--- config.mk ---
export PLATFORM = sky130hd
export DESIGN_NAME = pipeline_sequencer_flat
export DESIGN_NICKNAME = d
export VERILOG_FILES = /design/src/rtl/pipeline_sequencer_pkg.sv /design/src/rtl/pipeline_sequencer_if.sv /design/src/rtl/pipeline_sequencer_hazard_detect.sv /design/src/rtl/pipeline_sequencer.sv /design/src/flat_wrapper.sv
export SDC_FILE = /design/constraint.sdc
export NUM_CORES = 1
export LEC_CHECK = 0
export ABC_AREA = 1
export BUFFER_PORTS_ARGS = -buffer_cell sky130_fd_sc_hd__buf_2
export CAP_MARGIN = 40
export CORE_ASPECT_RATIO = 1.5
export CORE_UTILIZATION = 45
export DETAILED_ROUTE_END_ITERATION = 7
export GPL_TIMING_DRIVEN = 0
export HOLD_SLACK_MARGIN = 0.02
export PLACE_DENSITY_LB_ADDON = 0.25
export SETUP_SLACK_MARGIN = 0.15
export SYNTH_ARGS = -nofsm -noshare
export SYNTH_HDL_FRONTEND = slang
export SYNTH_SLANG_ARGS = --single-unit
--- constraint.sdc ---
create_clock -name i_clk -period 1.97 [get_ports i_clk]
set_input_delay 0 -clock i_clk [delete_from_list [all_inputs] [get_ports i_clk]]
set_output_delay 0 -clock i_clk [all_outputs]
set_load 0.01 [all_outputs]
--- src/rtl/pipeline_sequencer_pkg.sv ---
// Shared types and bar indices for the pipeline stall/flush/halt sequencer.
package pipeline_sequencer_pkg;

    typedef enum logic [1:0] {
        RUN      = 2'd0,
        MEM_WAIT = 2'd1,
        DRAIN    = 2'd2,
        HALTED   = 2'd3
    } seqstate_t;

    localparam int REG_W     = 5;
    localparam int NUM_BARS  = 4;
    localparam int BAR_IFID  = 0;
    localparam int BAR_IDEX  = 1;
    localparam int BAR_EXMEM = 2;
    localparam int BAR_MEMWB = 3;

endpackage

--- src/rtl/pipeline_sequencer_if.sv ---
// Hazard sources in, per-bar enable/flush and status out; master side is the sequencer.
interface pipeline_sequencer_if
    import pipeline_sequencer_pkg::*;
#(
    parameter int CNT_W = 16
);
    logic                ihit;
    logic                dhit;
    logic                dren_mem;
    logic                dwen_mem;
    logic                dren_ex;
    logic [REG_W-1:0]    wsel_ex;
    logic [REG_W-1:0]    rs_id;
    logic [REG_W-1:0]    rt_id;
    logic                redirect_mem;
    logic                halt_mem;
    logic                halt_wb;

    logic                pc_en;
    logic [NUM_BARS-1:0] en;
    logic [NUM_BARS-1:0] flush;
    logic                halted;
    logic                mem_timeout;
    logic [CNT_W-1:0]    stall_cnt;

    modport master (
        input  ihit, dhit, dren_mem, dwen_mem, dren_ex, wsel_ex, rs_id, rt_id,
               redirect_mem, halt_mem, halt_wb,
        output pc_en, en, flush, halted, mem_timeout, stall_cnt
    );

    modport slave (
        output ihit, dhit, dren_mem, dwen_mem, dren_ex, wsel_ex, rs_id, rt_id,
               redirect_mem, halt_mem, halt_wb,
        input  pc_en, en, flush, halted, mem_timeout, stall_cnt
    );
endinterface

--- src/rtl/pipeline_sequencer_hazard_detect.sv ---
// Load-use detector: a load in EX whose destination feeds the instruction in ID.
module pipeline_sequencer_hazard_detect
    import pipeline_sequencer_pkg::*;
(
    input  logic             i_dren_ex,
    input  logic [REG_W-1:0] i_wsel_ex,
    input  logic [REG_W-1:0] i_rs_id,
    input  logic [REG_W-1:0] i_rt_id,
    output logic             o_lu_stall
);
    // r0 is hardwired, so a load targeting it never creates a dependency.
    assign o_lu_stall = i_dren_ex && (i_wsel_ex != '0) &&
                        ((i_wsel_ex == i_rs_id) || (i_wsel_ex == i_rt_id));
endmodule

--- src/rtl/pipeline_sequencer.sv ---
// Central stall/flush/halt sequencer: FSM, dmem wait watchdog and stall counter.
module pipeline_sequencer
    import pipeline_sequencer_pkg::*;
#(
    parameter int CNT_W    = 16,
    parameter int WAIT_MAX = 255
)(
    input  logic                 i_clk,
    input  logic                 i_rst,
    pipeline_sequencer_if.master bus
);
    localparam int WAIT_W = (WAIT_MAX < 2) ? 1 : $clog2(WAIT_MAX + 1);
    localparam logic [WAIT_W-1:0] WAIT_LIM  = WAIT_W'(WAIT_MAX);
    localparam logic [CNT_W-1:0]  STALL_MAX = '1;

    seqstate_t           r_state;
    seqstate_t           w_state_next;
    logic [WAIT_W-1:0]   r_wait_cnt;
    logic [WAIT_W-1:0]   w_wait_cnt_next;
    logic [CNT_W-1:0]    r_stall_cnt;
    logic                r_mem_timeout;
    logic                w_timeout_set;
    logic                w_stall_inc;
    logic                w_lu_stall;
    logic                w_mem_miss;
    logic                w_pc_en;
    logic [NUM_BARS-1:0] w_en;
    logic [NUM_BARS-1:0] w_flush;

    pipeline_sequencer_hazard_detect u_hazard_detect (
        .i_dren_ex  (bus.dren_ex),
        .i_wsel_ex  (bus.wsel_ex),
        .i_rs_id    (bus.rs_id),
        .i_rt_id    (bus.rt_id),
        .o_lu_stall (w_lu_stall)
    );

    assign w_mem_miss = (bus.dren_mem | bus.dwen_mem) & ~bus.dhit;

    always_comb begin
        w_state_next = r_state;
        w_pc_en      = 1'b0;
        w_en         = '0;
        w_flush      = '0;
        unique case (r_state)
            RUN, MEM_WAIT: begin
                if ((r_state == RUN) && bus.halt_mem) begin
                    w_state_next       = DRAIN;
                    w_en               = '1;
                    w_flush[BAR_IFID]  = 1'b1;
                    w_flush[BAR_IDEX]  = 1'b1;
                end else if ((r_state == MEM_WAIT) ? !bus.dhit : w_mem_miss) begin
                    w_state_next = MEM_WAIT;
                end else begin
                    // Also the dhit cycle out of MEM_WAIT: bars advance this same cycle.
                    w_state_next = RUN;
                    w_en         = '1;
                    if (bus.redirect_mem) begin
                        w_pc_en            = 1'b1;
                        w_flush[BAR_IFID]  = 1'b1;
                        w_flush[BAR_IDEX]  = 1'b1;
                        w_flush[BAR_EXMEM] = 1'b1;
                    end else if (w_lu_stall) begin
                        w_en[BAR_IFID]     = 1'b0;
                        w_flush[BAR_IDEX]  = 1'b1;
                    end else if (!bus.ihit) begin
                        w_flush[BAR_IFID]  = 1'b1;
                    end else begin
                        w_pc_en            = 1'b1;
                    end
                end
            end
            DRAIN: begin
                w_en[BAR_IFID]     = 1'b1;
                w_en[BAR_IDEX]     = 1'b1;
                w_en[BAR_EXMEM]    = ~w_mem_miss;
                w_en[BAR_MEMWB]    = ~w_mem_miss;
                w_flush[BAR_IFID]  = 1'b1;
                w_flush[BAR_IDEX]  = 1'b1;
                if (bus.halt_wb) begin
                    w_state_next = HALTED;
                end
            end
            HALTED: begin
                w_state_next = HALTED;
            end
        endcase
    end

    // The wait count includes the cycle that first sees the miss.
    always_comb begin
        w_wait_cnt_next = '0;
        if (w_state_next == MEM_WAIT) begin
            w_wait_cnt_next = (r_wait_cnt == WAIT_LIM) ? r_wait_cnt : r_wait_cnt + WAIT_W'(1);
        end
        w_timeout_set = (WAIT_MAX != 0) && (w_state_next == MEM_WAIT) &&
                        (w_wait_cnt_next == WAIT_LIM);
        w_stall_inc   = ((r_state == RUN) || (r_state == MEM_WAIT)) && !w_pc_en &&
                        (r_stall_cnt != STALL_MAX);
    end

    always_ff @(posedge i_clk or posedge i_rst) begin
        if (i_rst) begin
            r_state       <= RUN;
            r_wait_cnt    <= '0;
            r_stall_cnt   <= '0;
            r_mem_timeout <= 1'b0;
        end else begin
            r_state    <= w_state_next;
            r_wait_cnt <= w_wait_cnt_next;
            if (w_timeout_set) begin
                r_mem_timeout <= 1'b1;
            end
            if (w_stall_inc) begin
                r_stall_cnt <= r_stall_cnt + CNT_W'(1);
            end
        end
    end

    assign bus.pc_en       = w_pc_en;
    assign bus.en          = w_en;
    assign bus.flush       = w_flush;
    assign bus.halted      = (r_state == HALTED);
    assign bus.mem_timeout = r_mem_timeout;
    assign bus.stall_cnt   = r_stall_cnt;
endmodule

--- src/flat_wrapper.sv ---
// flat-port wrapper written by rule: the top's interface ports become plain ports
module pipeline_sequencer_flat import pipeline_sequencer_pkg::*;
#(
    parameter int CNT_W    = 16,
    parameter int WAIT_MAX = 255
)
  (i_clk, i_rst, bus_ihit, bus_dhit, bus_dren_mem, bus_dwen_mem, bus_dren_ex, bus_wsel_ex, bus_rs_id, bus_rt_id, bus_redirect_mem, bus_halt_mem, bus_halt_wb, bus_pc_en, bus_en, bus_flush, bus_halted, bus_mem_timeout, bus_stall_cnt);
  pipeline_sequencer_if #(.CNT_W(CNT_W)) bus_i ();
  input  logic i_clk;
  input  logic i_rst;
  input wire logic [$bits(bus_i.ihit)-1:0] bus_ihit;
  input wire logic [$bits(bus_i.dhit)-1:0] bus_dhit;
  input wire logic [$bits(bus_i.dren_mem)-1:0] bus_dren_mem;
  input wire logic [$bits(bus_i.dwen_mem)-1:0] bus_dwen_mem;
  input wire logic [$bits(bus_i.dren_ex)-1:0] bus_dren_ex;
  input wire logic [$bits(bus_i.wsel_ex)-1:0] bus_wsel_ex;
  input wire logic [$bits(bus_i.rs_id)-1:0] bus_rs_id;
  input wire logic [$bits(bus_i.rt_id)-1:0] bus_rt_id;
  input wire logic [$bits(bus_i.redirect_mem)-1:0] bus_redirect_mem;
  input wire logic [$bits(bus_i.halt_mem)-1:0] bus_halt_mem;
  input wire logic [$bits(bus_i.halt_wb)-1:0] bus_halt_wb;
  output wire logic [$bits(bus_i.pc_en)-1:0] bus_pc_en;
  output wire logic [$bits(bus_i.en)-1:0] bus_en;
  output wire logic [$bits(bus_i.flush)-1:0] bus_flush;
  output wire logic [$bits(bus_i.halted)-1:0] bus_halted;
  output wire logic [$bits(bus_i.mem_timeout)-1:0] bus_mem_timeout;
  output wire logic [$bits(bus_i.stall_cnt)-1:0] bus_stall_cnt;
  assign bus_i.ihit = bus_ihit;
  assign bus_i.dhit = bus_dhit;
  assign bus_i.dren_mem = bus_dren_mem;
  assign bus_i.dwen_mem = bus_dwen_mem;
  assign bus_i.dren_ex = bus_dren_ex;
  assign bus_i.wsel_ex = bus_wsel_ex;
  assign bus_i.rs_id = bus_rs_id;
  assign bus_i.rt_id = bus_rt_id;
  assign bus_i.redirect_mem = bus_redirect_mem;
  assign bus_i.halt_mem = bus_halt_mem;
  assign bus_i.halt_wb = bus_halt_wb;
  assign bus_pc_en = bus_i.pc_en;
  assign bus_en = bus_i.en;
  assign bus_flush = bus_i.flush;
  assign bus_halted = bus_i.halted;
  assign bus_mem_timeout = bus_i.mem_timeout;
  assign bus_stall_cnt = bus_i.stall_cnt;
  pipeline_sequencer #(.CNT_W(CNT_W), .WAIT_MAX(WAIT_MAX)) u_core (.i_clk(i_clk), .i_rst(i_rst), .bus(bus_i));
endmodule
---- Yosys cells after proc, flatten, opt, wreduce, memory -nomap -nowiden ----
Cells that the tools add are included.
word-level totals
  bits in registers ....................... 27
  bits in latches ......................... 0
  RAM bits ................................ 0
  ROM bits ................................ 0
  input port bits ......................... 25
  output and inout port bits .............. 27
  logic and storage cells ................. 60
  memories kept ........................... 0
operators by class
  add/subtract/negate cells ............... 2
  multipliers ............................. 0
  divide/modulo/power cells ............... 0
  order comparisons ....................... 0
  eq/ne operators ......................... 9
  shifts and indexed selects .............. 0
  muxes and demuxes ....................... 28
  bitwise gates (word level) .............. 4
  reduce and logical (&&, ||, !) cells .... 13
operators by type and width
  kind                                                  count
  adder 16 x 1 -> 16 bit (second input constant)        1
  equality test 8 bit (second input constant)           2
  2-to-1 mux 1 bit                                      16
  2-to-1 mux 8 bit                                      2
  inequality test 16 bit (second input constant)        1
  equality test 5 bit                                   2
  adder 8 x 1 -> 8 bit (second input constant)          1
  2-to-1 mux 2 bit                                      4
  2-to-1 mux 4 bit                                      2
  case mux 4 bit (2 select lines)                       1
  logical AND 1 bit                                     6
  case mux 2 bit (3 select lines)                       1
  nonzero test 5 bit                                    1
  equality test 2 x 1 -> 1 bit (second input constant)  2
  equality test 2 bit (second input constant)           2
  case mux 2 bit (2 select lines)                       1
  2-to-1 mux 3 bit                                      1
  zero test 1 bit                                       2
  zero test 2 bit                                       1
  logical OR 1 bit                                      2
  NOT 1 bit                                             2
  OR reduction 2 bit                                    1
  bitwise AND 1 bit                                     1
  OR 1 bit                                              1

---- Longest topological paths before layout ----
  depth after elaboration ................. 11
  depth in mapped cells ................... 12
  gate-level depth less buffers ........... 11

---- Hierarchy ----
Synthesis repeated with hierarchy kept, for this count alone.
second synthesis, totals
  cell total of the unflattened synthesis .. 286
  area, all modules ....................... 1880.6 um^2
by module, submodules not included
  module                            instances  cells an instance  area an instance (um^2)  seq. area each (um^2)
  pipeline_sequencer                1          241                1685.4                   675.6
  pipeline_sequencer_hazard_detect  1          45                 195.2                    0.0

---- Worst setup path before layout ----
No wires, ideal clock.
  path type ............................... flip-flop to flip-flop
  start point ............................. reg u_core.r_stall_cnt[0] (netlist: u_core.bus.stall_cnt[0])
  end point ............................... reg u_core.r_stall_cnt[13] (netlist: u_core.bus.stall_cnt[13])
  library setup time ...................... 117 ps
  arrival time ............................ 1389 ps
  data required time ...................... 1853 ps
  path slack .............................. 464 ps
  cell stages (with the launch flop) ...... 10
  path buffers ............................ 0
  period minus slack after synthesis ...... 1506 ps
  cell sequence ........................... dfrtp_1 -> ha_1 -> nand2_1 -> nor3_1 -> nand4_1 -> nand2_1 -> nor3_1 -> nand3_1 -> nand2_1 -> nand2_1
between the ends
  cells in the longest elaborated chain, start to end .. 2
  elaborated cells on any way between the ends .. 3
  classes of those cells .................. 1 x add/sub; 1 x eq/ne; 1 x reduce/logical
ends and longest elaborated chain
  element                                                         RTL line                   RTL
  start: declaration                                              pipeline_sequencer.sv:20   logic [CNT_W-1:0] r_stall_cnt;
  start signal: assignment                                        pipeline_sequencer.sv:115  r_stall_cnt <= r_stall_cnt + CNT_W'(1);
  branches (longest 2 deep; another with adder 16 x 1 -> 16 bit)  --
Several ways; the timed one is not identified.
A chain may end at the register's enable or synchronous reset.

---- Worst setup path in the final report ----
Ends and elaborated chain as after synthesis.

==> results.md <==
- Vias in the first global route: ~1.8k
- Register bit total from synthesis: 27
- Post-route minimum period: 1.727 ns
- Via density: about 5
- Final antenna-violating net count: 0
- Crit path buf inv count: 0
- FP Rows: 28
- Met3 WL post-DR: 155 um
- Avg Cell Area, Syn: around 7 um^2
- Endpoints failing setup: 0
- Layout cells sized above 1: 24.57%
- Yosys top cell by area: dfrtp_1
- PD cells: roughly 740 nW/um^2
- Total gr overflow: 0
- Reg2Reg Setup Slack: about 0.24 ns
- Cells after Synth: around 290
- Fmax: ~0.58 GHz
- RSZ-0062 raised after global routing: true
- Full die area: between 4000 and 5000 um^2
- Top cells by area, synth: dfrtp_1, nand2_1, inv_1, nand4_1, nor2_1
- # diodes: 0
- Fin area: around 2400 um^2
- Routed len/inst: around 11 um
- Drc violations: 0
- Via Count: 1951
- CP dominant cell by count: nand2_1
- Commonest non-fill, non-tap cell in the layout: nand2_1
- Max clock buf depth: 2
- Min-delay worst type: input port to flop
- Max-Cap Viols: 0
- Die height: a little over 80 um
- Cell family with most CP delay: simple AND/OR/NAND/NOR gates
- Period utilization: between 80 and 90%
- First-pass GRT wire length: approximately 7.4 mm
- Pins Over Slew Limit: 0
- Area Growth Syn to Fin: 22.49%
- Register area share after synthesis: 34.70%
- Crit path max-delay cell type: dfrtp_1
- CTS buffer count: 3
- Clock latency on the worst-skew pair: between 0.2 and 0.3 ns
- GR Util All Layers: 19.50%
- Metal2 WL: ~2.2 mm
- Post-DP Area: 2268 um^2
- Most frequent cells in the layout: nand2_1, buf_2, inv_1
- Post-synth EDFFs: 0
- CTS root buffer: clkbuf_8
- Clock Skew: 0.01334 ns
- Filler Cell Count: 404
- Rel. slew slack: 64.48%
- Metal-1 WL: between 1.5 and 2 mm
- I/O pins: 52
- Post-Syn Nets: between 300 and 400
- Post-Syn Area: 1947 um^2
- CP arrival: between 1.5 and 2 ns
- CP Cell Sequence: ha_1, nand2_1, nor3_1, nand4_1, nand2_1, nor3_2, nand3_1, nand2_1, nand2_1
- Unique masters post-synth: 29
- Total negative slack: 0 ns
- Htree depth: 1
- Initial antenna violation count: 0
- Standby leakage power: around 1.3 nW
- Status: completed
- Worst setup EP type: flop
- Sink Count: 27
- Crit path max fanout: 4
- Post-DP HPWL: about 3.4 mm
- Tightest Pin Transition: around 0.53 ns
- Port bufs: 50
- Final hold vios: 0
- Yosys warns: 0
- Routed WL: roughly 4.3 mm
- CTS tree: done
- Worst endpoint required time: roughly 2.2 ns
- Total Nets Final: ~370
- Clock Pin Slew Worst Setup and Hold Paths: 0.10 ns
- Largest net degree at the start of global routing: 17
- Final GP Congestion: 0.8420
- CP peak stage delay: approximately 0.43 ns
- Setup CP Type: flop to flop
- Synth async-reset ratio: 100.0%
- Top Layer Used: met4
- Commonest register cell after synthesis: dfrtp_1
- Die Width: between 50 and 60 um
- Final core utilization: 59.19%
- Starting density of the core: just under 50%
- Placeable Area: a little over 4000 um^2
- First drt pass iteration count: 4
- Drt first-iter violations: 47
- Worst IR Drop VDD: ~0.57 mV
- Synth top area share: about a third
- Startpoint Class: flop
synthesized netlist by cell type, drive strengths merged, types with 2 or more instances:
cell type and instances:
a21oi 7, ha 2, clkbuf 3, dfrtp 27
o21ai 3, nand2 89, xnor2 7, nor2 31
nand4 22, inv 44, nand3 21, buf 5
xor2 8, nor3 11
metrics by stage:
stage | hold WS, ns | std cells | setup slack (ns) | total power, W
after floorplan | 0.05272 | 286 | 0.4637 | 0.001191
after global placement | 0.2179 | 381 | 0.2605 | 0.001429
after detailed placement | 0.07562 | 382 | 0.2304 | 0.001447
after CTS | 0.1942 | 390 | 0.1535 | 0.001782
after global routing | 0.2275 | 391 | 0.08955 | 0.001905
final | 0.1980 | 391 | 0.2430 | 0.001776
worst paths after layout:
| path | start | endpoint | cells after the start |
|---|---|---|---|
| setup / recovery | u_core.bus.stall_cnt[0] | u_core.bus.stall_cnt[13] | 9 |
| setup reg to reg | u_core.bus.stall_cnt[0] | u_core.bus.stall_cnt[13] | 9 |
| max in group asynchronous | i_rst | u_core.bus.stall_cnt[1] | 4 |
| hold reg to reg | u_core.bus.mem_timeout | u_core.bus.mem_timeout | 2 |
| min in group asynchronous | i_rst | u_core.bus.stall_cnt[10] | 3 |
| hold / removal | bus_halt_mem | u_core.r_wait_cnt[4] | 4 |
logic make-up (layout without fill, tap and decap cells):
group / Yosys count / after routing / share of synthesized area [%]
AND/OR/NAND/NOR: 176 / 176 / 41.71
buffers and inverters: 53 / 113 / 11.12
flip-flops: 27 / 27 / 34.70
XOR/XNOR: 15 / 15 / 6.748
AO/OA/AOI/OAI: 12 / 12 / 4.242
adder cells (fa/ha/maj): 2 / 2 / 1.285
other: 1 / 1 / 0.1926
per-layer routing:
metal,global-route usage (%),vias to the layer above
li1,-,1022
met3,1.402,5
met4,4.500,0
met2,38.31,38
met5,0,-
met1,23.05,886
worst min-delay path, stage by stage:
cell and delay [ns]:
buf_2 0.09, nand3_2 0.12, nand3_4 0.17, a21oi_1 0.05
state kept, by name, indices dropped and copies added, names as in the netlist:
register,cells
u_core.bus.mem_timeout,1
u_core.r_wait_cnt,8
u_core.bus.stall_cnt,16
u_core.r_state,2
power breakdown:
group	total (W)	leakage (nW)	internal, W	switching (W)
Sequential	0.000700	0.357	0.000617	0.0000829
Clock	0.000327	0.0217	0.000144	0.000183
Combinational	0.000748	0.934	0.000285	0.000464
layout make-up:
| type | count | area (um^2) | share of cell area (%) |
|---|---|---|---|
| Clock buffer | 3 | 41.29 | 1.731 |
| Timing Repair Buffer | 56 | 307.8 | 12.91 |
| Buffer | 8 | 50.05 | 2.099 |
| Multi-Input combinational cell | 206 | 1075 | 45.07 |
| Tap cell | 45 | 56.30 | 2.361 |
| Clock inverter | 1 | 7.507 | 0.3148 |
| Inverter | 45 | 170.2 | 7.135 |
| Sequential cell | 27 | 676.9 | 28.38 |
what timing repair did:
item                       CTS  global route
hold endpoints to repair    13             0
buffers inserted             2             1
hold buffers                 2             0
setup endpoints to repair    1            19
gates cloned                 0             0
gates resized for setup      0            11
pin swaps                    1             1
Note: power is estimated with default switching activity, not from simulation.
